**src/rtl/id_stall_controller_pkg.sv**
```systemverilog
// rtl/id_stall_controller_pkg.sv - shared pipeline types and constants for the ID stall controller
package id_stall_controller_pkg;

    localparam logic [1:0] ST_RUN_ENC  = 2'd0;
    localparam logic [1:0] ST_HAZ_ENC  = 2'd1;
    localparam logic [1:0] ST_WAIT_ENC = 2'd2;

    typedef enum logic [1:0] {
        ST_RUN  = ST_RUN_ENC,
        ST_HAZ  = ST_HAZ_ENC,
        ST_WAIT = ST_WAIT_ENC
    } state_e;

    localparam logic [4:0] REG_X0 = 5'd0;

    // x0 is hardwired to zero, so a write to it never creates a dependency
    function automatic logic reg_match(input logic [4:0] rd, input logic regwrite,
                                       input logic [4:0] rs, input logic use_rs);
        return regwrite && use_rs && (rd != REG_X0) && (rd == rs);
    endfunction

endpackage

```
**src/rtl/id_stall_controller_if.sv**
```systemverilog
// rtl/id_stall_controller_if.sv - pipeline hazard inputs and pipeline-register control outputs
interface id_stall_controller_if;
    logic [4:0] id_rs1;
    logic [4:0] id_rs2;
    logic       id_use_rs1;
    logic       id_use_rs2;
    logic       id_is_branch;
    logic       branch_taken;
    logic [4:0] id_ex_rd;
    logic       id_ex_regwrite;
    logic       id_ex_memread;
    logic [4:0] ex_mem_rd;
    logic       ex_mem_regwrite;
    logic       ex_mem_memread;
    logic       dmem_busy;
    logic       pc_write;
    logic       if_id_write;
    logic       if_id_flush;
    logic       id_ex_bubble;
    logic       pipe_freeze;

    modport master (
        output id_rs1, id_rs2, id_use_rs1, id_use_rs2, id_is_branch, branch_taken,
        output id_ex_rd, id_ex_regwrite, id_ex_memread,
        output ex_mem_rd, ex_mem_regwrite, ex_mem_memread, dmem_busy,
        input  pc_write, if_id_write, if_id_flush, id_ex_bubble, pipe_freeze
    );

    modport slave (
        input  id_rs1, id_rs2, id_use_rs1, id_use_rs2, id_is_branch, branch_taken,
        input  id_ex_rd, id_ex_regwrite, id_ex_memread,
        input  ex_mem_rd, ex_mem_regwrite, ex_mem_memread, dmem_busy,
        output pc_write, if_id_write, if_id_flush, id_ex_bubble, pipe_freeze
    );
endinterface

```
**src/rtl/id_stall_controller_hazard_detect.sv**
```systemverilog
// rtl/id_stall_controller_hazard_detect.sv - combinational required-stall count for the ID instruction
module id_stall_controller_hazard_detect
    import id_stall_controller_pkg::*;
#(
    parameter int LD_BR_STALL = 2
) (
    input  logic [4:0] id_rs1_i,
    input  logic [4:0] id_rs2_i,
    input  logic       id_use_rs1_i,
    input  logic       id_use_rs2_i,
    input  logic       id_is_branch_i,
    input  logic [4:0] id_ex_rd_i,
    input  logic       id_ex_regwrite_i,
    input  logic       id_ex_memread_i,
    input  logic [4:0] ex_mem_rd_i,
    input  logic       ex_mem_regwrite_i,
    input  logic       ex_mem_memread_i,
    output logic [1:0] n_o
);
    localparam logic [1:0] LD_BR_N = 2'(LD_BR_STALL);

    logic match_ex;
    logic match_mem;

    assign match_ex  = reg_match(id_ex_rd_i, id_ex_regwrite_i, id_rs1_i, id_use_rs1_i)
                     | reg_match(id_ex_rd_i, id_ex_regwrite_i, id_rs2_i, id_use_rs2_i);
    assign match_mem = reg_match(ex_mem_rd_i, ex_mem_regwrite_i, id_rs1_i, id_use_rs1_i)
                     | reg_match(ex_mem_rd_i, ex_mem_regwrite_i, id_rs2_i, id_use_rs2_i);

    // Branches compare in ID, so even ALU results from EX arrive too late;
    // non-branches only wait on a load sitting in EX.
    always_comb begin
        n_o = 2'd0;
        if (id_is_branch_i) begin
            if (match_ex && id_ex_memread_i) begin
                n_o = LD_BR_N;
            end else if (match_ex) begin
                n_o = 2'd1;
            end else if (match_mem && ex_mem_memread_i) begin
                n_o = 2'd1;
            end
        end else if (match_ex && id_ex_memread_i) begin
            n_o = 2'd1;
        end
    end

endmodule

```
**src/rtl/id_stall_controller.sv**
```systemverilog
// rtl/id_stall_controller.sv - ID-stage stall/freeze/flush sequencer with saturating event counters
module id_stall_controller
    import id_stall_controller_pkg::*;
#(
    parameter int CNT_W       = 32,
    parameter int LD_BR_STALL = 2
) (
    input  logic                 clk,
    input  logic                 rst_n,
    id_stall_controller_if.slave pipe_if,
    output logic [CNT_W-1:0]     stall_cycles_o,
    output logic [CNT_W-1:0]     freeze_cycles_o,
    output logic [CNT_W-1:0]     flush_count_o
);
    state_e     state_q, state_d;
    state_e     res_q, res_d;
    logic [1:0] rem_q, rem_d;
    logic [1:0] n;
    logic       stall;
    logic       freeze;
    logic       flush;

    logic [CNT_W-1:0] stall_cnt_q, freeze_cnt_q, flush_cnt_q;

    id_stall_controller_hazard_detect #(
        .LD_BR_STALL(LD_BR_STALL)
    ) u_hazard_detect (
        .id_rs1_i         (pipe_if.id_rs1),
        .id_rs2_i         (pipe_if.id_rs2),
        .id_use_rs1_i     (pipe_if.id_use_rs1),
        .id_use_rs2_i     (pipe_if.id_use_rs2),
        .id_is_branch_i   (pipe_if.id_is_branch),
        .id_ex_rd_i       (pipe_if.id_ex_rd),
        .id_ex_regwrite_i (pipe_if.id_ex_regwrite),
        .id_ex_memread_i  (pipe_if.id_ex_memread),
        .ex_mem_rd_i      (pipe_if.ex_mem_rd),
        .ex_mem_regwrite_i(pipe_if.ex_mem_regwrite),
        .ex_mem_memread_i (pipe_if.ex_mem_memread),
        .n_o              (n)
    );

    always_comb begin
        state_d = state_q;
        res_d   = res_q;
        rem_d   = rem_q;
        stall   = 1'b0;
        flush   = 1'b0;
        unique case (state_q)
            ST_RUN: begin
                if (pipe_if.dmem_busy) begin
                    state_d = ST_WAIT;
                    res_d   = ST_RUN;
                end else if (n != 2'd0) begin
                    stall = 1'b1;
                    if (n > 2'd1) begin
                        state_d = ST_HAZ;
                        rem_d   = n - 2'd1;
                    end
                end else if (pipe_if.id_is_branch && pipe_if.branch_taken) begin
                    flush = 1'b1;
                end
            end
            ST_HAZ: begin
                if (pipe_if.dmem_busy) begin
                    state_d = ST_WAIT;
                    res_d   = ST_HAZ;
                end else begin
                    stall = 1'b1;
                    if (rem_q == 2'd1) begin
                        state_d = ST_RUN;
                        rem_d   = 2'd0;
                    end else begin
                        rem_d = rem_q - 2'd1;
                    end
                end
            end
            ST_WAIT: begin
                // The drain cycle stays frozen; the resumed state acts next cycle.
                if (!pipe_if.dmem_busy) begin
                    state_d = res_q;
                end
            end
            default: begin
                state_d = ST_RUN;
                rem_d   = 2'd0;
                res_d   = ST_RUN;
            end
        endcase
    end

    assign freeze = pipe_if.dmem_busy | (state_q == ST_WAIT);

    assign pipe_if.pc_write     = !stall && !freeze;
    assign pipe_if.if_id_write  = !stall && !freeze;
    assign pipe_if.id_ex_bubble = stall;
    assign pipe_if.if_id_flush  = flush;
    assign pipe_if.pipe_freeze  = freeze;

    function automatic logic [CNT_W-1:0] sat_inc(input logic [CNT_W-1:0] v, input logic en);
        return (en && (v != '1)) ? v + CNT_W'(1) : v;
    endfunction

    always_ff @(posedge clk or negedge rst_n) begin
        if (!rst_n) begin
            state_q      <= ST_RUN;
            res_q        <= ST_RUN;
            rem_q        <= 2'd0;
            stall_cnt_q  <= '0;
            freeze_cnt_q <= '0;
            flush_cnt_q  <= '0;
        end else begin
            state_q      <= state_d;
            res_q        <= res_d;
            rem_q        <= rem_d;
            stall_cnt_q  <= sat_inc(stall_cnt_q, stall);
            freeze_cnt_q <= sat_inc(freeze_cnt_q, freeze);
            flush_cnt_q  <= sat_inc(flush_cnt_q, flush);
        end
    end

    assign stall_cycles_o  = stall_cnt_q;
    assign freeze_cycles_o = freeze_cnt_q;
    assign flush_count_o   = flush_cnt_q;

endmodule
```
**src/flat_wrapper.sv**
```systemverilog
// flat-port wrapper written by rule: the top's interface ports become plain ports
module id_stall_controller_flat import id_stall_controller_pkg::*;
#(
    parameter int CNT_W       = 32,
    parameter int LD_BR_STALL = 2
)
  (clk, rst_n, stall_cycles_o, freeze_cycles_o, flush_count_o, pipe_if_id_rs1, pipe_if_id_rs2, pipe_if_id_use_rs1, pipe_if_id_use_rs2, pipe_if_id_is_branch, pipe_if_branch_taken, pipe_if_id_ex_rd, pipe_if_id_ex_regwrite, pipe_if_id_ex_memread, pipe_if_ex_mem_rd, pipe_if_ex_mem_regwrite, pipe_if_ex_mem_memread, pipe_if_dmem_busy, pipe_if_pc_write, pipe_if_if_id_write, pipe_if_if_id_flush, pipe_if_id_ex_bubble, pipe_if_pipe_freeze);
  id_stall_controller_if pipe_if_i ();
  input  logic clk;
  input  logic rst_n;
  output logic [CNT_W-1:0] stall_cycles_o;
  output logic [CNT_W-1:0] freeze_cycles_o;
  output logic [CNT_W-1:0] flush_count_o;
  input wire logic [$bits(pipe_if_i.id_rs1)-1:0] pipe_if_id_rs1;
  input wire logic [$bits(pipe_if_i.id_rs2)-1:0] pipe_if_id_rs2;
  input wire logic [$bits(pipe_if_i.id_use_rs1)-1:0] pipe_if_id_use_rs1;
  input wire logic [$bits(pipe_if_i.id_use_rs2)-1:0] pipe_if_id_use_rs2;
  input wire logic [$bits(pipe_if_i.id_is_branch)-1:0] pipe_if_id_is_branch;
  input wire logic [$bits(pipe_if_i.branch_taken)-1:0] pipe_if_branch_taken;
  input wire logic [$bits(pipe_if_i.id_ex_rd)-1:0] pipe_if_id_ex_rd;
  input wire logic [$bits(pipe_if_i.id_ex_regwrite)-1:0] pipe_if_id_ex_regwrite;
  input wire logic [$bits(pipe_if_i.id_ex_memread)-1:0] pipe_if_id_ex_memread;
  input wire logic [$bits(pipe_if_i.ex_mem_rd)-1:0] pipe_if_ex_mem_rd;
  input wire logic [$bits(pipe_if_i.ex_mem_regwrite)-1:0] pipe_if_ex_mem_regwrite;
  input wire logic [$bits(pipe_if_i.ex_mem_memread)-1:0] pipe_if_ex_mem_memread;
  input wire logic [$bits(pipe_if_i.dmem_busy)-1:0] pipe_if_dmem_busy;
  output wire logic [$bits(pipe_if_i.pc_write)-1:0] pipe_if_pc_write;
  output wire logic [$bits(pipe_if_i.if_id_write)-1:0] pipe_if_if_id_write;
  output wire logic [$bits(pipe_if_i.if_id_flush)-1:0] pipe_if_if_id_flush;
  output wire logic [$bits(pipe_if_i.id_ex_bubble)-1:0] pipe_if_id_ex_bubble;
  output wire logic [$bits(pipe_if_i.pipe_freeze)-1:0] pipe_if_pipe_freeze;
  assign pipe_if_i.id_rs1 = pipe_if_id_rs1;
  assign pipe_if_i.id_rs2 = pipe_if_id_rs2;
  assign pipe_if_i.id_use_rs1 = pipe_if_id_use_rs1;
  assign pipe_if_i.id_use_rs2 = pipe_if_id_use_rs2;
  assign pipe_if_i.id_is_branch = pipe_if_id_is_branch;
  assign pipe_if_i.branch_taken = pipe_if_branch_taken;
  assign pipe_if_i.id_ex_rd = pipe_if_id_ex_rd;
  assign pipe_if_i.id_ex_regwrite = pipe_if_id_ex_regwrite;
  assign pipe_if_i.id_ex_memread = pipe_if_id_ex_memread;
  assign pipe_if_i.ex_mem_rd = pipe_if_ex_mem_rd;
  assign pipe_if_i.ex_mem_regwrite = pipe_if_ex_mem_regwrite;
  assign pipe_if_i.ex_mem_memread = pipe_if_ex_mem_memread;
  assign pipe_if_i.dmem_busy = pipe_if_dmem_busy;
  assign pipe_if_pc_write = pipe_if_i.pc_write;
  assign pipe_if_if_id_write = pipe_if_i.if_id_write;
  assign pipe_if_if_id_flush = pipe_if_i.if_id_flush;
  assign pipe_if_id_ex_bubble = pipe_if_i.id_ex_bubble;
  assign pipe_if_pipe_freeze = pipe_if_i.pipe_freeze;
  id_stall_controller #(.CNT_W(CNT_W), .LD_BR_STALL(LD_BR_STALL)) u_core (.clk(clk), .rst_n(rst_n), .pipe_if(pipe_if_i), .stall_cycles_o(stall_cycles_o), .freeze_cycles_o(freeze_cycles_o), .flush_count_o(flush_count_o));
endmodule
```
**config.mk**
```make
export PLATFORM = sky130hd
export DESIGN_NAME = id_stall_controller_flat
export DESIGN_NICKNAME = d
export VERILOG_FILES = /design/src/rtl/id_stall_controller_pkg.sv /design/src/rtl/id_stall_controller_if.sv /design/src/rtl/id_stall_controller_hazard_detect.sv /design/src/rtl/id_stall_controller.sv /design/src/flat_wrapper.sv
export SDC_FILE = /design/constraint.sdc
export NUM_CORES = 1
export LEC_CHECK = 0
export BUFFER_PORTS_ARGS = -buffer_cell sky130_fd_sc_hd__buf_4
export CORE_MARGIN = 5
export CORE_UTILIZATION = 40
export CTS_CLUSTER_SIZE = 16
export DETAILED_ROUTE_END_ITERATION = 16
export GPL_TIMING_DRIVEN = 0
export PLACE_DENSITY_LB_ADDON = 0.25
export SLEW_MARGIN = 20
export SYNTH_ARGS = -nofsm -noshare
export SYNTH_HDL_FRONTEND = slang
export SYNTH_SLANG_ARGS = --single-unit
```
**constraint.sdc**
```tcl
create_clock -name clk -period 3.68 [get_ports clk]
set_clock_uncertainty 0.15 [all_clocks]
set_input_delay 0.736 -clock clk [delete_from_list [all_inputs] [get_ports clk]]
set_output_delay 0.736 -clock clk [all_outputs]
set_load 0.02 [all_outputs]
```
==> results.md <==
Outcome:
- The run finished with clean final reports.

Worst setup path:
- The worst register-to-register path begins at u_core.stall_cycles_o[0].
- Walking the worst path, the cells encountered are buf_8 > or4_1 > o21a_1 > and2_4 > a22oi_2 > ha_2 > nand4b_1 > nor2_4 > buf_6.
- The arrival time of the worst setup path is around 2800 ps.
- The peak per-stage delay on the critical path is 500 ps.
- In this run the worst path has a maximum fanout of 4.
- The required time at the worst-slack endpoint is around 2800 ps.
- On the critical path the largest part of the delay comes from simple AND/OR/NAND/NOR gates.
- The critical path is of the in -> out type.
- Counting buffers and inverters, the worst setup path is 9 cells deep.
- The most critical setup path has its startpoint at pipe_if_id_ex_rd[3].
- The kind of start point of the critical path is an input pin.
- The critical path contains buffers and inverters numbering 2 combined.
- For this design, the slowest cell found on the critical path is sky130_fd_sc_hd__or4_1.
- The endpoint identified for the worst register-to-register timing path is u_core.stall_cycles_o[6].
- STA classifies the critical path endpoint as an output port.
- The number of cells on the worst reg-to-reg path is 7.
- The capturing element of the worst setup path is pipe_if_if_id_flush.
- The worst register-to-register path has a setup slack of approximately 1100 ps.

Layout:
- The post-layout utilization of the core is 0.538.
- The number of diodes is 0.
- The post-layout instance count excluding filler cells is 816.
- The most common cell after layout, fill and taps aside is sky130_fd_sc_hd__buf_4.
- In the final design database the tool counted 676 nets.
- The fraction of final layout cells sized beyond drive strength 1 is 0.278.
- The layout overhead on the synthesized area is 31.2%.
- In the layout the commonest cells are sky130_fd_sc_hd__buf_4, sky130_fd_sc_hd__dfrtp_1, sky130_fd_sc_hd__xnor2_1.

CTS:
- The number of sinks on the clock net is 101.
- TritonCTS built the clock tree.
- Counting the buffers created by CTS gives 9.
- The number of levels the H-tree was split into is 3.
- The hold-fix buffer count after cts is 0.
- Clock-pin slew was measured on the worst setup and hold paths at 70 ps.
- The worst-skew pair later-pin latency is 340 ps.
- The clock tree buffer depth is 2.
- The root buffer cell is sky130_fd_sc_hd__clkbuf_16.

Synth:
- Yosys printed 0 warnings.
- The fraction of the mapped netlist area in compound gates is 0.0349.
- Synthesis handed over a netlist of 490 instances.
- Synthesis produced a netlist with a net count of roughly 530.
- The netlist area before placement is 5190 µm².
- The synthesized design contains 101 register bits.
- The share of the Yosys chip area taken by registers is 0.487.
- The prevailing post-synth register cell is sky130_fd_sc_hd__dfrtp_1.
- The top-area cell type share of the netlist area is 0.487.
- In this run, synthesis inferred 0 flip-flops with an integrated enable.
- The portion of synthesized area spent on multiplexers is 0.0130.
- After synthesis, the largest family of logic cells by area is simple AND/OR/NAND/NOR gates.
- A synthesized cell averages 10.6 µm².
- The count of distinct cell types in the synthesized netlist is 45.
- By area the synthesized netlist is led by sky130_fd_sc_hd__dfrtp_1, sky130_fd_sc_hd__xnor2_1, sky130_fd_sc_hd__nand4_1.
- Of the total synthesized cell area, the portion taken by full adders, half adders and majority gates is 0.0120.
- The largest total area in the synthesized netlist belongs to sky130_fd_sc_hd__dfrtp_1.
- Of the total synthesized cell area, the portion taken by XOR and XNOR cells is 0.191.
- The share of synthesized registers carrying an async set or reset is 1.00.
- The basic-gate share of the synthesized area counting and, or, nand and nor cells is 0.246.

Global route:
- The via count of the first global-routing pass was 4135.
- The wire length of the first global-routing pass is 20300 µm.
- The sum of overflow across all layers after global routing is 0.
- For this run, the total global-route usage over all layers was measured as 0.167.
- The number of antenna violations at the first check in global routing is 0.
- The maximum number of pins on one net before global-route repair is 102.

Power:
- Of the total power, registers draw 0.478.
- The leakage power of the design is 3.10 nW.
- The net switching power figure is 0.000768 W.
- The switching part of the total is 0.281.
- The internal power contribution is 0.00196 W.
- The clock network fraction of design power is 0.342.
- The part of the power in combinational logic is 0.180.
- The worst IR drop on VDD is 0.229 mV.
- The power density over the cells is 401 nW/µm².

Timing:
- The final-report setup violation count is 0.
- The number of hold violations in the final report is 0.
- After layout, the minimum clock period comes to 3670 ps.
- The tightest hold path in the finished design has a slack of 326 ps.
- Derived from the worst setup path, the maximum achievable clock frequency is 273 MHz.
- In this run the tightest slew margin relative to its limit is 0.379.
- The max-slew violation count is 0.
- Setup repair after global routing could not meet its margin everywhere.
- The post-layout worst setup margin is 12.4 ps.
- For the pin with the worst max-slew slack, the measured transition is 931 ps.
- Dividing the final minimum period by the clock period gives 0.997.

Placed design:
- Before CTS, the worst setup slack after placement is -294 ps.
- Once detailed placement completed, the half-perimeter wirelength came to 9270 µm.
- Once placement completed, the tool counted placed cells totaling 793.
- Routability-driven placement finished with a final weighted congestion of 0.851.
- Buffers placed on the I/O ports in this run total 131.

Route:
- The vias after detailed routing is 4302.
- For this run, design rule violations remaining after detail routing come to 0.
- For this block, the initial DRC count from the detailed router was 282.
- The antenna violation net count after detailed routing is 0.
- The first-pass detailed-route iteration total is 4.
- Dividing the detail-routed wire length by the instance count gives 15.4 µm.
- In the routed layout, each cell is associated on average with a via count of 5.27.
- For this block, the routed nets add up to 12600 µm of wire.

Floorplanning:
- The vertical extent of the die is approximately 120 µm.
- The area of the die is between 15000 and 20000 µm².
- The floorplan has 41 rows.
- For this design the top-level I/O count stands at ~130.
- The die width is 124 µm.
- In this run the standard cell core region covers ~13000 µm².
- The initial utilization of the core area, before any placement, comes to 0.410.

Flow run:
- The tool flagged a number of max-cap violations equal to 0.

Hold path:
- The class of the tightest hold or removal check is in -> async.
[how the worst min path moves through the flow]
stage	from	to	slack (ps)	cells after the start
6_report	rst_n	u_core.flush_count_o[23]	330	1
5_1_grt	u_core.flush_count_o[16]	u_core.flush_count_o[16]	360	1
4_1_cts	u_core.flush_count_o[16]	u_core.flush_count_o[16]	340	1
3_5_place_dp	u_core.flush_count_o[16]	u_core.flush_count_o[16]	330	1
3_3_place_gp	u_core.flush_count_o[12]	u_core.flush_count_o[12]	320	1
2_1_floorplan	rst_n	u_core.flush_count_o[0]	290	0
[repair_timing]
action | 4_1_cts | 5_1_grt
buffers inserted | 3 | 5
resized for setup | 9 | 6
endpoints found under the setup margin | 4 | 13
gates cloned | 0 | 0
pin swaps | 5 | 8
[registers in the layout, indices dropped and copies added (netlist names)]
signal and count:
u_core.freeze_cycles_o 32, u_core.flush_count_o 32, u_core.rem_q 2, u_core.stall_cycles_o 32, u_core.state_q 2, u_core.res_q 1
[synthesized netlist by cell type, types with 2 or more instances]
cell type	instances
sky130_fd_sc_hd__dfrtp_1	101
sky130_fd_sc_hd__xnor2_1	86
sky130_fd_sc_hd__nand4_1	50
sky130_fd_sc_hd__nand3_1	33
sky130_fd_sc_hd__nand2_1	31
sky130_fd_sc_hd__xor2_1	27
sky130_fd_sc_hd__nor2_1	23
sky130_fd_sc_hd__and3_1	18
sky130_fd_sc_hd__and4_1	17
sky130_fd_sc_hd__nor3_1	14
sky130_fd_sc_hd__inv_1	9
sky130_fd_sc_hd__nor4_1	7
sky130_fd_sc_hd__a21oi_1	6
sky130_fd_sc_hd__and2_1	6
sky130_fd_sc_hd__clkbuf_1	6
sky130_fd_sc_hd__mux2_2	6
sky130_fd_sc_hd__ha_1	5
sky130_fd_sc_hd__or4_1	4
sky130_fd_sc_hd__a211oi_1	3
sky130_fd_sc_hd__a31oi_1	3
sky130_fd_sc_hd__nand2b_1	3
sky130_fd_sc_hd__o211ai_1	3
sky130_fd_sc_hd__a21o_1	2
sky130_fd_sc_hd__buf_4	2
sky130_fd_sc_hd__nand4b_1	2
sky130_fd_sc_hd__nor4_2	2
sky130_fd_sc_hd__or2_2	2
sky130_fd_sc_hd__or3_1	2
[power by group through the flow]
stage	clock (W)	combinational, W	sequential (W)
2_1_floorplan	0	0.000173	0.00140
3_3_place_gp	0	0.000481	0.00132
3_5_place_dp	0	0.000487	0.00133
4_1_cts	0.000964	0.000494	0.00131
5_1_grt	0.00101	0.000540	0.00132
6_report	0.000934	0.000491	0.00131
[metrics by stage]
| stage | instance area (µm²) | setup TNS, ps | total power (W) |
|---|---|---|---|
| 3_5_place_dp | 6400 | -5030 | 0.00181 |
| 6_report | 6810 | 0 | 0.00273 |
| 2_1_floorplan | 5200 | 0 | 0.00157 |
| 4_1_cts | 6760 | 0 | 0.00276 |
| 5_1_grt | 6810 | -83.7 | 0.00287 |
| 3_3_place_gp | 6390 | -3240 | 0.00180 |
[layer usage]
metal / up-vias / track usage / share of wire
met3: 28 / 0.0304 / 0.040
met1: 2098 / 0.217 / 0.44
met2: 100 / 0.268 / 0.49
li1: 2076 / - / -
met5: - / 0 / 0
met4: 0 / 0.0849 / 0.030
[worst register-to-register path: cells and delay by family (launching register included)]
| kind | cells | cell delay [ps] |
|---|---|---|
| xor+xnor | 1 | 150 |
| fa+ha+maj | 1 | 290 |
| buf+inv | 1 | 400 |
| simple gates | 3 | 650 |
| flops | 1 | 450 |
| compound gates | 1 | 370 |
[logic make-up (layout without fill, tap and decap cells)]
family                     after synthesis  in the layout
and+or+nand+nor                        220            220
xor gates and xnor gates               113            113
DFF                                    101            101
AOI/OAI and AO/OA                       26             26
buffers and inverters                   19            173
muxes                                    6              6
adders and majority gates                5              5
[final cells by class]
type,instances,area (µm²)
plain buffers,10,53.8
well taps,172,215
multi-input cells,370,2620
repair buffers,139,1070
inverters,9,33.8
flip-flops and latches,101,2530
clock buffers,15,298
fillers,1160,5860
Power figures use the tool's default switching activity.
